===== src/rtl/alu_seq_pkg.sv =====
// Shared types for the sequential ALU: opcode map, handshake FSM states
// and the packed status-flag record.
package alu_seq_pkg;

  typedef enum logic [2:0] {
    OP_ADD = 3'b000,
    OP_SUB = 3'b001,
    OP_MUL = 3'b010,
    OP_DIV = 3'b011,
    OP_AND = 3'b100,
    OP_OR  = 3'b101,
    OP_NEG = 3'b110,
    OP_XOR = 3'b111
  } alu_op_t;

  typedef enum logic [1:0] {
    ST_IDLE,
    ST_BUSY,
    ST_DONE
  } alu_state_t;

  typedef struct packed {
    logic zero;
    logic carry;
    logic dz;
  } alu_flags_t;

endpackage


===== src/rtl/alu_seq_muldiv.sv =====
// Iterative multiply / restoring-divide engine, one step per clock.
// The hi/lo register pair is shared: for MUL hi accumulates the partial
// product while lo shifts out the multiplier; for DIV hi is the partial
// remainder while lo shifts the dividend out and the quotient in.
// done_o flags the cycle in which the final step happens; the result
// outputs show the post-step values so the caller can register them on
// that same edge.
module alu_seq_muldiv #(
  parameter int WIDTH = 8
) (
  input  logic                 clk,
  input  logic                 rst,
  input  logic                 start_i,
  input  logic                 is_div_i,
  input  logic [WIDTH-1:0]     a_i,
  input  logic [WIDTH-1:0]     b_i,
  output logic                 done_o,
  output logic [2*WIDTH-1:0]   prod_quot_o,
  output logic [WIDTH-1:0]     rem_o
);

  localparam int CW = $clog2(WIDTH + 1);

  logic [WIDTH-1:0] hi_q, hi_d, lo_q, lo_d, dvs_q, dvs_d;
  logic             is_div_q, is_div_d;
  logic [CW-1:0]    cnt_q, cnt_d;

  logic [WIDTH:0]   mul_sum;
  logic [WIDTH:0]   div_shift;
  logic             div_ge;
  logic [WIDTH-1:0] hi_step, lo_step;

  // One shift-add or restoring-subtract step computed from the current registers.
  always_comb begin
    mul_sum   = {1'b0, hi_q} + (lo_q[0] ? {1'b0, dvs_q} : '0);
    div_shift = {hi_q, lo_q[WIDTH-1]};
    div_ge    = (div_shift >= {1'b0, dvs_q});
    hi_step   = hi_q;
    lo_step   = lo_q;
    if (is_div_q) begin
      hi_step = div_ge ? WIDTH'(div_shift - {1'b0, dvs_q}) : div_shift[WIDTH-1:0];
      lo_step = {lo_q[WIDTH-2:0], div_ge};
    end else begin
      {hi_step, lo_step} = {mul_sum, lo_q[WIDTH-1:1]};
    end
  end

  // Load operands on start, otherwise step while the counter is non-zero.
  always_comb begin
    hi_d     = hi_q;
    lo_d     = lo_q;
    dvs_d    = dvs_q;
    is_div_d = is_div_q;
    cnt_d    = cnt_q;
    if (start_i) begin
      hi_d     = '0;
      lo_d     = a_i;
      dvs_d    = b_i;
      is_div_d = is_div_i;
      cnt_d    = CW'(WIDTH);
    end else if (cnt_q != '0) begin
      hi_d  = hi_step;
      lo_d  = lo_step;
      cnt_d = cnt_q - CW'(1);
    end
  end

  // Engine registers; reset clears the counter so an aborted run never reports done.
  always_ff @(posedge clk) begin
    if (rst) begin
      hi_q     <= '0;
      lo_q     <= '0;
      dvs_q    <= '0;
      is_div_q <= 1'b0;
      cnt_q    <= '0;
    end else begin
      hi_q     <= hi_d;
      lo_q     <= lo_d;
      dvs_q    <= dvs_d;
      is_div_q <= is_div_d;
      cnt_q    <= cnt_d;
    end
  end

  assign done_o      = (cnt_q == CW'(1));
  assign prod_quot_o = is_div_q ? {{WIDTH{1'b0}}, lo_step} : {hi_step, lo_step};
  assign rem_o       = hi_step;

endmodule


===== src/rtl/alu_seq.sv =====
// Handshaked sequential ALU with registered result and status flags.
// Single-cycle ops and divide-by-zero complete on the accept edge; MUL and
// DIV run through the iterative engine for WIDTH cycles.
// Optional build macro ALU_SEQ_REM_EN: DIV packs the remainder into the
// upper half of res.
module alu_seq
  import alu_seq_pkg::*;
#(
  parameter int WIDTH = 8
) (
  input  logic                 clk,
  input  logic                 rst,
  input  logic                 in_valid,
  output logic                 in_ready,
  input  logic [WIDTH-1:0]     a,
  input  logic [WIDTH-1:0]     b,
  input  logic [2:0]           sel,
  output logic                 out_valid,
  input  logic                 out_ready,
  output logic [2*WIDTH-1:0]   res,
  output logic                 flag_zero,
  output logic                 flag_carry,
  output logic                 flag_dz
);

  alu_state_t         state_q, state_d;
  alu_op_t            op_q, op_d;
  logic [2*WIDTH-1:0] res_q, res_d;
  alu_flags_t         flags_q, flags_d;

  alu_op_t            op_in;
  logic [2*WIDTH-1:0] a_ext, b_ext;
  logic [2*WIDTH-1:0] single_res;
  logic               single_carry;
  logic               eng_start, eng_done;
  logic [2*WIDTH-1:0] eng_prod, div_res;
  logic [WIDTH-1:0]   eng_rem;

  assign op_in = alu_op_t'(sel);
  assign a_ext = {{WIDTH{1'b0}}, a};
  assign b_ext = {{WIDTH{1'b0}}, b};

  alu_seq_muldiv #(.WIDTH(WIDTH)) u_muldiv (
    .clk         (clk),
    .rst         (rst),
    .start_i     (eng_start),
    .is_div_i    (op_in == OP_DIV),
    .a_i         (a),
    .b_i         (b),
    .done_o      (eng_done),
    .prod_quot_o (eng_prod),
    .rem_o       (eng_rem)
  );

`ifdef ALU_SEQ_REM_EN
  assign div_res = {eng_rem, eng_prod[WIDTH-1:0]};
`else
  logic unused_rem;
  assign unused_rem = ^eng_rem;
  assign div_res    = eng_prod;
`endif

  // Single-cycle result and carry straight from the input operands.
  always_comb begin
    single_res   = '0;
    single_carry = 1'b0;
    case (op_in)
      OP_ADD: begin
        single_res   = a_ext + b_ext;
        single_carry = single_res[WIDTH];
      end
      OP_SUB: begin
        single_res   = a_ext - b_ext;
        single_carry = (a < b);
      end
      OP_AND:  single_res = a_ext & b_ext;
      OP_OR:   single_res = a_ext | b_ext;
      OP_XOR:  single_res = a_ext ^ b_ext;
      OP_NEG:  single_res = ~a_ext;
      default: single_res = '0;
    endcase
  end

  // Handshake FSM next state plus result/flag capture.
  always_comb begin
    state_d   = state_q;
    op_d      = op_q;
    res_d     = res_q;
    flags_d   = flags_q;
    eng_start = 1'b0;
    case (state_q)
      ST_IDLE: begin
        if (in_valid) begin
          op_d = op_in;
          if (op_in == OP_MUL || (op_in == OP_DIV && b != '0)) begin
            eng_start = 1'b1;
            state_d   = ST_BUSY;
          end else begin
            res_d         = single_res;
            flags_d.zero  = (single_res == '0);
            flags_d.carry = single_carry;
            flags_d.dz    = (op_in == OP_DIV);
            state_d       = ST_DONE;
          end
        end
      end
      ST_BUSY: begin
        if (eng_done) begin
          res_d         = (op_q == OP_DIV) ? div_res : eng_prod;
          flags_d.zero  = (res_d == '0);
          flags_d.carry = 1'b0;
          flags_d.dz    = 1'b0;
          state_d       = ST_DONE;
        end
      end
      ST_DONE: begin
        if (out_ready) state_d = ST_IDLE;
      end
      default: state_d = ST_IDLE;
    endcase
  end

  // State, captured opcode, result and flags registers.
  always_ff @(posedge clk) begin
    if (rst) begin
      state_q <= ST_IDLE;
      op_q    <= OP_ADD;
      res_q   <= '0;
      flags_q <= '0;
    end else begin
      state_q <= state_d;
      op_q    <= op_d;
      res_q   <= res_d;
      flags_q <= flags_d;
    end
  end

  assign in_ready   = (state_q == ST_IDLE);
  assign out_valid  = (state_q == ST_DONE);
  assign res        = res_q;
  assign flag_zero  = flags_q.zero;
  assign flag_carry = flags_q.carry;
  assign flag_dz    = flags_q.dz;

endmodule


===== config.mk =====
export PLATFORM = sky130hd
export DESIGN_NAME = alu_seq
export DESIGN_NICKNAME = d
export VERILOG_FILES = /design/src/rtl/alu_seq_pkg.sv /design/src/rtl/alu_seq_muldiv.sv /design/src/rtl/alu_seq.sv
export SDC_FILE = /design/constraint.sdc
export NUM_CORES = 1
export LEC_CHECK = 0
export CAP_MARGIN = 30
export CORE_MARGIN = 4
export CORE_UTILIZATION = 59
export DETAILED_ROUTE_END_ITERATION = 16
export PLACE_DENSITY = 0.87
export SLEW_MARGIN = 10
export SYNTH_ARGS = -nofsm -noshare
export SYNTH_HDL_FRONTEND = slang
export SYNTH_HIERARCHICAL = 1
export SYNTH_SLANG_ARGS = --single-unit

===== constraint.sdc =====
create_clock -name clk -period 3.6 [get_ports clk]
set_input_delay 0.9 -clock clk [delete_from_list [all_inputs] [get_ports clk]]
set_output_delay 0.9 -clock clk [all_outputs]
set_load 0.01 [all_outputs]

==> metrics.md, run 1 <==
| Metric | Value |
|---|---|
| Worst Path Required | 3.83 ns |
| Vias | 4507 |
| Total of cells resized after clock tree synthesis | 0 |
| Placement Rows | 31 |
| FF-to-FF Start | u_muldiv/lo_q[0] |
| Die Area | just over 0.009 mm2 |
| Final Hold Vio Count | 0 |
| Number of buffers created by CTS | 5 |
| Number of levels in the clock H-tree | 2 |
| Total internal power | around 1500 uW |
| Drt first pass iters | 5 |
| Cell count after synthesis | about 570 |
| Port Buffers | 43 |
| Number of buffers inserted by post-CTS setup repair | 0 |
| Final net count | approximately 700 |
| Number of antenna violations at the first check in global routing | 0 |
| Endpoint of the most critical register-to-register path | flag_zero |
| Total negative slack for setup checks | 0 ns |
| Via-to-Cell Ratio | slightly above 6 |
| Die W | between 90 and 100 um |
| Sort of element at the start of the critical path | primary input |
| Portion of total power attributed to sequential cells | 0.267 |
| Pin count of the biggest net entering global routing | 27 |
| Post-synthesis instance area | 0.00448 mm2 |
| Slew at the pin closest to its max-slew limit | about 0.77 ns |
| Post-DP HPWL | 9.96 mm |
| Post-route setup slack | ~0.14 ns |
| Post-CTS Hold Buffers | 0 |
| Relative slew margins | 0.488 |
| Count of maximum capacitance violations | 0 |
| Source of the critical timing path | b[0] |
| Buffers from clock root to sink, at most | 2 |
| Peak supply drop | approximately 0.28 mV |
| Crit path kind | in -> reg |
| Synth-to-Final Area Change | 19.8% |
| Share of final-layout standard cells stronger than drive strength 1 | 0.124 |
| Sw Share | 0.433 |
| Final standard cell utilization of the core | 0.733 |
| Clk_lat worst skew | 0.31 ns |
| Final wirelength | 12.6 mm |
| Core Footprint | 0.00733 mm2 |
| Capture endpoint of the worst hold path | res[0] |
| Period utilisation layout | 0.960 |
| Final slew viol count | 0 |
| Avg Synthesized Cell Area | between 7 and 8 um2 |
| Maximum frequency from static timing analysis | 0.289 GHz |
| Dpl ws | -0.176 ns |
| Maximum clock skew at final layout | 0.00990 ns |
| Fin Hold WS | 0.456 ns |
| PwrDens | ~500 mW/mm2 |
| Synth warn | 6 |
| Switching power summed over all nets | between 1000 and 1500 uW |
| Routability cong. | ~0.95 |
| TritonCTS clock tree | yes |
| Clock tree root driver cell | clkbuf_8 |
| Post-route minimum period | between 3 and 4 ns |
| Worst min-delay path startpoint | res[0] |
| Antenna diode instance count | 0 |
| Clock slew seen by the registers of the worst setup and hold paths | around 0.1 ns |
| Final non-filler cell total | 730 |
| Unrepaired setup endpoints after global routing | no |
| CTS sink count | 50 |
| Part of the total power dissipated in combinational logic | 0.580 |
| Number of cells after detailed placement | ~700 |
| Clock network fraction of design power | 0.153 |
| Number of top-level pins | 44 |
| Vias in the first global route | 4250 |
| Routed len/inst | ~17 um |
| Largest fanout on the critical path | 5 |
| CP endpoint kind | flop |
| CP arrival | around 3.7 ns |
| Synthesized Nets | 639 |
| Hold path depth | 2 |
| Status | finished clean |
| Height of the chip | between 90 and 100 um |
| Number of routed nets with antenna violations | 0 |
| Overall global routing resource usage | 0.284 |
| Count of unresolved DRC violations after routing | 0 |
| Final setup violation count | 0 |
| Starting utilization of the core area | 0.612 |
| Initial drt markers | 340 |
| First-pass GRT wire length | slightly above 20 mm |
| Internal reg-to-reg setup slack | around 0.8 ns |
| Length in cells of the worst reg-to-reg path | 14 |
| Hold WC Path Type | reg -> reg |
| Overflow left after global routing | 0 |
| Leak | ~0.0023 uW |
metrics by stage:
step / total power [uW] / area (um2)
after global placement: 2200 / 5240
after detailed placement: 2250 / 5240
after CTS: 2660 / 5360
after global routing: 2870 / 5370
after floorplan: 1850 / 4480
final: 2690 / 5370
worst max-delay path, cell delays in order:
cell and delay (ns):
clkdlybuf4s50_1 0.56, ha_1 0.20, inv_1 0.06, fa_1 0.48, nand2b_1 0.07, a31oi_1 0.19, o221a_2 0.23, nand2_1 0.04
or4_1 0.41, or3_1 0.34, o31ai_2 0.20
worst max-delay path by stage:
stage,end,cells after the start
after global placement,flag_zero,10
after floorplan,flag_zero,8
after detailed placement,flag_zero,11
after CTS,flag_zero,11
final,flag_zero,11
after global routing,flag_zero,11
layer usage:
layer	vias up	GRT usage	wire length (um)
li1	2140	-	-
met1	2125	0.384	5530
met2	213	0.462	5810
met3	29	0.0331	906
met4	0	0.113	370
met5	-	0	0
sequential cells by signal, summed over array words and instances, names as in the netlist:
signal and count:
flag_carry 1, flag_dz 1, flag_zero 1, res 16
state_q 2, u_muldiv/cnt_q 4, u_muldiv/dvs_q 8, u_muldiv/hi_q 8
u_muldiv/is_div_q 1, u_muldiv/lo_q 8
power by group through the flow:
stage	registers [uW]	logic (uW)	clock network, uW
finish	719	1560	410
CTS	718	1530	412
floorplan	711	1140	0
detailed placement	729	1520	0
global route	733	1700	434
global placement	726	1470	0
layout make-up:
class / instances / area [um2]
Multi-Input combinational cell: 437 / 3170
Fill cell: 546 / 1960
Sequential cell: 50 / 1000
Timing Repair Buffer: 86 / 773
Inverter: 50 / 188
Tap cell: 99 / 124
Clock buffer: 5 / 68.8
Clock inverter: 3 / 45.0
placed cells by master (no fill, tap or decap), types with 9 or more instances in the layout:
cell type and count:
clkdlybuf4s50_1 43, xnor2_1 9, inv_1 50, a21oi_1 40
o21ai_0 22, mux2i_1 23, dfxtp_1 50, and2_1 15
nor2b_1 14, nor3_1 11, buf_4 41, nor2_1 51
o211ai_1 21, ha_1 44, nand2_1 48, nand2b_1 10
No activity file was read; power rests on OpenSTA's default activity.
==> inputs of run 2 (changes only) <==
GPL_TIMING_DRIVEN = 0   (was not set)
==> run 2 against run 1 <==
  * Worst setup slack worse by 0.078 ns
  * Non-clock buffer count is 14 lower
  * Global-route usage is 0.54 points higher
  * Critical path depth is 1 lower
  * Power is 2.9% higher
  * Largest cell class unchanged
==> metrics.md, run 2 (same netlist as run 1, synthesis figures left out) <==
| Metric | Value |
|---|---|
| Status | finished clean |
| Number of routed nets with antenna violations | 0 (unchanged) |
| Final setup violation count | 0 (unchanged) |
| Number of levels in the clock H-tree | 2 (unchanged) |
| Final non-filler cell total | 716 (-1.9%) |
| Length in cells of the worst reg-to-reg path | 13 (-1) |
| Antenna diode instance count | 0 (unchanged) |
| Clk_lat worst skew | 0.31 ns (about the same) |
| Synth-to-Final Area Change | 16.4% |
| Number of top-level pins | 44 (unchanged) |
| Crit path kind | in -> reg |
| Post-DP HPWL | 10.0 mm (+0.85%) |
| Initial drt markers | 407 (+20%) |
| Final net count | 687 (-2.0%) |
| Count of unresolved DRC violations after routing | 0 (unchanged) |
| Clock slew seen by the registers of the worst setup and hold paths | 0.09 ns (about the same) |
| CP endpoint kind | flop |
| Sort of element at the start of the critical path | primary input |
| CP arrival | 3.73 ns (+0.04 ns) |
| Vias | 4556 (+1.1%) |
| Die W | 95.2 um (unchanged) |
| Post-CTS Hold Buffers | 0 (unchanged) |
| Hold WC Path Type | reg -> reg |
| Largest fanout on the critical path | 9 (+4) |
| Number of cells after detailed placement | 709 (-1.7%) |
| Dpl ws | -0.493 ns (-0.317 ns) |
| Worst Path Required | 3.80 ns (-0.03 ns) |
| Count of maximum capacitance violations | 0 (unchanged) |
| TritonCTS clock tree | yes |
| Post-route minimum period | 3.53 ns (+0.0775 ns) |
| Leak | 0.00222 uW (-3.9%) |
| Endpoint of the most critical register-to-register path | flag_zero |
| Pin count of the biggest net entering global routing | 16 (-41%) |
| Final Hold Vio Count | 0 (unchanged) |
| Overall global routing resource usage | 0.290 (+0.00545) |
| Height of the chip | 95.2 um (unchanged) |
| Port Buffers | 42 (-2.3%) |
| Final slew viol count | 0 (unchanged) |
| Maximum clock skew at final layout | 0.0114 ns (+0.00151 ns) |
| Placement Rows | 31 (unchanged) |
| Placed instance area | 0.00503 mm2 (-4.1%) |
| Maximum frequency from static timing analysis | 0.283 GHz (-2.2%) |
| Die Area | 0.00906 mm2 (unchanged) |
| Total non-filler cell area in the finished layout | 0.00522 mm2 (-2.8%) |
| Slew at the pin closest to its max-slew limit | 0.868 ns (+0.102 ns) |
| First-pass GRT wire length | 20.8 mm (+2.8%) |
| Post-route setup slack | 0.0667 ns (-0.0775 ns) |
| Hold path depth | 2 (unchanged) |
| Core Footprint | 0.00733 mm2 (unchanged) |
| FF-to-FF Start | u_muldiv/lo_q[0] |
| Flip-flop count of the largest register after layout | 16 (unchanged) |
| Via-to-Cell Ratio | 6.36 (+3.1%) |
| Clock tree root driver cell | clkbuf_8 |
| Final wirelength | 12.9 mm (+2.4%) |
| Unrepaired setup endpoints after global routing | no |
| Capture endpoint of the worst hold path | res[3] |
| Worst min-delay path startpoint | res[3] |
| Fillcell total | 568 (+4.0%) |
| Fin Hold WS | 0.454 ns (-0.00255 ns) |
| Number of antenna violations at the first check in global routing | 0 (unchanged) |
| Commonest non-fill, non-tap cells in the layout | nor2_1 (51), dfxtp_1 (50), inv_1 (49) |
| Relative slew margins | 0.417 (-0.0714) |
| Period utilisation layout | 0.981 (+0.0215) |
| Most common cell after layout, fill and taps aside | nor2_1 |
| Number of buffers created by CTS | 5 (unchanged) |
| Internal reg-to-reg setup slack | 0.54 ns (-0.26 ns) |
| PwrDens | 530 mW/mm2 (+5.9%) |
| Buffers from clock root to sink, at most | 2 (unchanged) |
| Drt first pass iters | 6 (+1) |
| Vias in the first global route | 4245 (-0.12%) |
| Routed len/inst | 18.0 um (+4.4%) |
| Routability cong. | 0.931 (-2.4%) |
| Peak supply drop | 0.283 mV (+2.1%) |
| Share of final-layout standard cells stronger than drive strength 1 | 0.0827 (-0.0410) |
| CTS sink count | 50 (unchanged) |
| Starting utilization of the core area | 0.612 (unchanged) |
| Overflow left after global routing | 0 (unchanged) |
run 2: cell types whose count changed in the layout (fill, tap and decap cells not counted), moves of 2 or more:
cell	before	now
buf_4	41	2
clkdlybuf4s50_1	43	38
buf_2	0	6
dlymetal6s2s_1	0	4
buf_1	0	2
clkbuf_1	0	19
a2111oi_0	3	1
clkinvlp_4	2	0
run 2: worst max path at each step:
| stage | from | to |
|---|---|---|
| 2_1_floorplan | b[0] | flag_zero |
| 3_3_place_gp | b[4] | flag_carry |
| 3_5_place_dp | a[2] | res[9] |
| 4_1_cts | b[4] | flag_carry |
| 5_1_grt | b[4] | flag_zero |
| 6_report | b[6] | res[6] |
run 2: what timing repair did:
| item | CTS | global route |
|---|---|---|
| buffers inserted | 0 | 2 |
| setup endpoints to repair | 10 | 12 |
| pin swaps | 0 | 2 |
| resized for setup | 2 | 14 |
run 2: per-layer routing:
| metal | part of all wire | up-vias | global-route usage |
|---|---|---|---|
| li1 | - | 2114 | - |
| met1 | 0.40 | 2125 | 0.378 |
| met2 | 0.46 | 270 | 0.467 |
| met3 | 0.11 | 47 | 0.0616 |
| met4 | 0.034 | 0 | 0.112 |
| met5 | 0 | - | 0 |
run 2: where the power goes:
part | switching (uW) | internal (uW) | leakage (uW) | total [uW]
clock | 193 | 296 | 0.0000714 | 489
sequential | 86.4 | 637 | 0.000408 | 723
combinational | 892 | 660 | 0.00174 | 1550
run 2: area by class of cell:
| type | instances | area, um2 | area share |
|---|---|---|---|
| Buffer | 28 | 114 | 0.0218 |
| Clock buffer | 6 | 82.6 | 0.0158 |
| Clock inverter | 2 | 60.1 | 0.0115 |
| Inverter | 50 | 188 | 0.0360 |
| Multi-Input combinational cell | 437 | 3200 | 0.614 |
| Sequential cell | 50 | 1000 | 0.192 |
| Tap cell | 99 | 124 | 0.0237 |
| Timing Repair Buffer | 44 | 445 | 0.0854 |
run 2: worst max-delay path, cell delays in order:
cell and delay (ns):
clkdlybuf4s50_1 0.57, inv_1 0.09, ha_1 0.43, mux4_2 0.55, a221oi_2 0.33, a32oi_1 0.10, o211ai_1 0.35, buf_4 0.18
o21ai_0 0.07, o211a_1 0.15
run 2: stage by stage:
step           utilization  total power (uW)  setup TNS [ns]
2_1_floorplan            -              1850               0
3_3_place_gp         0.686              2160           -4.46
3_5_place_dp         0.686              2210           -5.09
4_1_cts              0.707              2710               0
5_1_grt              0.712              2930               0
6_report             0.712              2760               0
